===== src/rtl/decoder3to8_pipe.sv =====
// Registered 3-to-8 decoder: 3-bit codes enter through a 2-entry FIFO and leave as
// one-hot words over a valid/ready handshake, with a delivered-word counter.
module decoder3to8_pipe #(
    parameter int unsigned CNT_W = 8
) (
    input  logic             clk,
    input  logic             rst,
    input  logic             en,
    input  logic             in_valid,
    input  logic [2:0]       in_code,
    output logic             in_ready,
    output logic             out_valid,
    output logic [7:0]       out_onehot,
    output logic [2:0]       out_code,
    input  logic             out_ready,
    output logic [CNT_W-1:0] count
);

    logic [1:0][2:0]  mem_q, mem_d;
    logic [1:0]       occ_q, occ_d;
    logic             rd_ptr_q, rd_ptr_d;
    logic             wr_ptr_q, wr_ptr_d;
    logic [CNT_W-1:0] count_q, count_d;
    logic             push, pop;

    // in_ready looks only at registered occupancy, never at out_ready.
    assign in_ready   = en & ~rst & (occ_q != 2'd2);
    assign out_valid  = (occ_q != 2'd0);
    assign out_code   = mem_q[rd_ptr_q];
    assign out_onehot = out_valid ? (8'h01 << out_code) : 8'h00;
    assign count      = count_q;

    always_comb begin
        push     = in_valid & in_ready;
        pop      = out_valid & out_ready;
        mem_d    = mem_q;
        occ_d    = occ_q;
        rd_ptr_d = rd_ptr_q;
        wr_ptr_d = wr_ptr_q;
        count_d  = count_q;

        if (push) begin
            mem_d[wr_ptr_q] = in_code;
            wr_ptr_d        = ~wr_ptr_q;
        end
        if (pop) begin
            rd_ptr_d = ~rd_ptr_q;
            count_d  = count_q + CNT_W'(1);
        end

        unique case ({push, pop})
            2'b10:   occ_d = occ_q + 2'd1;
            2'b01:   occ_d = occ_q - 2'd1;
            default: occ_d = occ_q;
        endcase
    end

    always_ff @(posedge clk) begin
        if (rst) begin
            mem_q    <= '0;
            occ_q    <= 2'd0;
            rd_ptr_q <= 1'b0;
            wr_ptr_q <= 1'b0;
            count_q  <= '0;
        end else begin
            mem_q    <= mem_d;
            occ_q    <= occ_d;
            rd_ptr_q <= rd_ptr_d;
            wr_ptr_q <= wr_ptr_d;
            count_q  <= count_d;
        end
    end

endmodule


===== config.mk =====
export PLATFORM = sky130hd
export DESIGN_NAME = decoder3to8_pipe
export DESIGN_NICKNAME = d
export VERILOG_FILES = /design/src/rtl/decoder3to8_pipe.sv
export SDC_FILE = /design/constraint.sdc
export NUM_CORES = 1
export LEC_CHECK = 0
export CELL_PAD_IN_SITES_DETAIL_PLACEMENT = 2
export CELL_PAD_IN_SITES_GLOBAL_PLACEMENT = 2
export CORE_MARGIN = 5
export CORE_UTILIZATION = 26
export DETAILED_ROUTE_END_ITERATION = 10
export GPL_ROUTABILITY_DRIVEN = 0
export PLACE_DENSITY_LB_ADDON = 0.1
export SYNTH_ARGS = -nofsm -noshare
export SYNTH_HDL_FRONTEND = slang
export SYNTH_SLANG_ARGS = --single-unit

===== constraint.sdc =====
create_clock -name clk -period 2.1 [get_ports clk]
set_clock_uncertainty 0.15 [all_clocks]
set_input_delay 0.315 -clock clk [delete_from_list [all_inputs] [get_ports clk]]
set_output_delay 0.315 -clock clk [all_outputs]
set_load 0.01 [all_outputs]

==> results.md <==
- Final setup fails: 0
- Ant diodes: 0
- Status: complete, no violations
- Root Driver: clkbuf_4
- RR Startpoint: occ_q[1]
- CP endpoint kind: output port
- PnR Total Power: 0.880 mW
- Crit Reg-Reg Endpoint: occ_q[1]
- Router iterations before antenna repair: 2
- Worst vdd ir: 0.000413 V
- Compound-Gate Fraction of Synth Area: 16.3%
- Seq. cell area: 363 um2
- Routed wire length per instance: 14.6 um
- R2r worst-path depth: 5
- RSZ-0062 raised after global routing: false
- H-tree Lvls: 1
- ANT nets after route: 0
- Worst hold path depth: 2
- Die Y: 69.6 um
- Syn avg cell area: 8.63 um2
- Total global-route track usage: 11.8%
- Crit start category: flip-flop
- CP Cell Sequence: or2_2, clkdlybuf4s50_1
- Placement Rows: 21
- Share of cells above drive strength 1: 23.8%
- Worst skew pair latency: 300 ps
- Post-CTS setup repair buffer count: 0
- WP data required: 1630 ps
- CP peak stage delay: 500 ps
- LEAKAGE: 0.533 nW
- Multi-input gate area: 541 um2
- Initial core utilization: 27.2%
- Setup_tns: 0 ps
- Final setup margin: 92.7 ps
- Number of distinct library cells after synthesis: 30
- Clk slew on worst S/H paths: 120 ps
- Worst path slowest cell: clkdlybuf4s50_1
- Yosys reg bits: 18
- Fin. Hold Viols: 0
- Worst Hold Class: reg -> reg
- Initial antenna violation count: 0
- Clock Sink Count: 18
- Buffers & Inverters on Critical Path: 1
- # DRC: 0
- First-pass GRT wire length: 4670 um
- Fillcell total: 382
- Initial DRC Count: 12
- Max-Cap Viols: 0
- Longest Clk Path Bufs: 2
- Yosys warnings: 0
- Hold Crit Endpoint: count[7]
- Post-Synth XOR/XNOR Area: 4.74%
- Top-area cell type share of the netlist area: 39.0%
- Adder-Cell Fraction of Synth Area: 2.71%
- Relative max-transition margin: 68.7%
- FMAX: 498 MHz
- Nets@finish: 154
- Leading register cell type out of synthesis: dfxtp_1
- Largest net degree at the start of global routing: 19
- Vias: 907
- Reg-to-reg setup timing slack: 170 ps
- Tightest Pin Transition: 469 ps
- Mapped Area: 923 um2
- CTS tree: built
- Top Ports: 29
- Max-slew violations: 0
- Vias in the first global route: 955
- Die Area: 4840 um2
- Final min period: 2010 ps
- Number of port buffers: 28
- Post-Synth Simple-Gate Area: 22.9%
- Hold_buf cts: 0
- TritonCTS buffer count: 3
- Sequential cell area fraction in the yosys report: 39.0%
- Post_cts resized: 16
- Synth top area cells: dfxtp_1, nor2_1, mux2_2, a21oi_1, a31o_2
- HPWL after DPL: 2260 um
- Vias per inst: 4.80
- PD cells: 647 nW/um2
- Fin cells: 189
- Main combinational cell family by area after synthesis: simple AND/OR/NAND/NOR gates
- Synth Net Count: 117
- Total congestion overflow: 0
- WS Path Type: reg -> out
- Worst hold start: count[7]
- Post-Route WL: 2750 um
- Pre-CTS setup slack: -146 ps
- CP top delay family: buffers and inverters
- Core area: 3390 um2
- Die W: 69.6 um
- EDFF count, synth: 0
- Layout area overhead: 47.4%
- Crit path DAT: 1540 ps
- Placed insts: 185
- Maximum fanout along the worst path: 6
- Synth async-reset ratio: 0%
- Worst hold slack: 345 ps
- Fin crit share: 95.6%
- Mux cell area share after synthesis: 8.13%
- Synth Instances: 107
- Dominant cell type by area after synthesis: dfxtp_1
-- synthesized netlist by cell type, drive strengths merged, types with 4 or more instances --
cell / n
a31o: 4
xor2: 4
inv: 7
nor2: 13
nor2b: 4
o21ai: 4
nand2: 8
mux2: 4
dfxtp: 18
a21oi: 7
-- how the worst max path moves through the flow --
stage	startpoint	cells past startpoint	endpoint
after floorplan	rst	8	occ_q[1]
after global placement	en	7	occ_q[1]
after detailed placement	en	7	occ_q[1]
after CTS	rd_ptr_q	4	out_onehot[1]
after global routing	rd_ptr_q	6	out_onehot[7]
final	occ_q[1]	2	out_valid
-- state kept, by name, indices dropped and copies added (netlist names) --
name and flops:
rd_ptr_q 1, occ_q 2, mem_q 6, count 8, wr_ptr_q 1
-- cell usage in the layout (no fill, tap or decap), types with 4 or more instances in the layout --
master / instances
mux2_2: 4
dlygate4sd2_1: 7
clkdlybuf4s50_1: 17
dfxtp_1: 16
xor2_1: 4
nand2_1: 7
inv_1: 5
nor2b_1: 4
a21oi_1: 7
buf_4: 8
a31o_2: 4
nor2_1: 13
-- metal layers --
metal | share of wire (%) | global-route usage, % | wire (um) | up-vias
li1 | - | - | - | 448
met1 | 43 | 13.3 | 1170 | 441
met2 | 52 | 21.6 | 1430 | 16
met3 | 4.8 | 3.77 | 133 | 2
met4 | 0.47 | 1.95 | 13 | 0
met5 | 0 | 0 | 0 | -
-- worst register-to-register path, stage by stage, from the launching register on --
cell and delay [ps]:
dfxtp_1 370, o21ai_2 430, inv_1 130, ha_1 310, or3_1 350, a21oi_1 140
-- cell type report --
type / instances / area share (%)
timing repair buffer: 37 / 24.8
multi-input combinational: 77 / 39.7
inverter: 7 / 1.93
tap: 46 / 4.23
clock buffer: 4 / 2.67
sequential: 18 / 26.7
-- through the flow --
| step | util, % | area, um2 |
|---|---|---|
| 2_1_floorplan | - | 923 |
| 3_3_place_gp | 38.3 | 1300 |
| 3_5_place_dp | 38.3 | 1300 |
| 4_1_cts | 39.7 | 1350 |
| 5_1_grt | 40.2 | 1360 |
| 6_report | 40.2 | 1360 |
-- kinds of logic after synthesis --
kind of cell    after synthesis
flops                        18
xor+xnor                      5
mux                           7
buf+inv                      12
fa+ha+maj                     2
compound gates               22
simple gates                 41
-- power by group --
part	internal (mW)	leakage (nW)	switching [mW]	total, mW
sequential	0.364	0.147	0.0266	0.391
combinational	0.136	0.365	0.127	0.263
clock	0.106	0.0210	0.120	0.226
total	0.606	0.533	0.274	0.880
No activity file was read; power rests on OpenSTA's default activity.
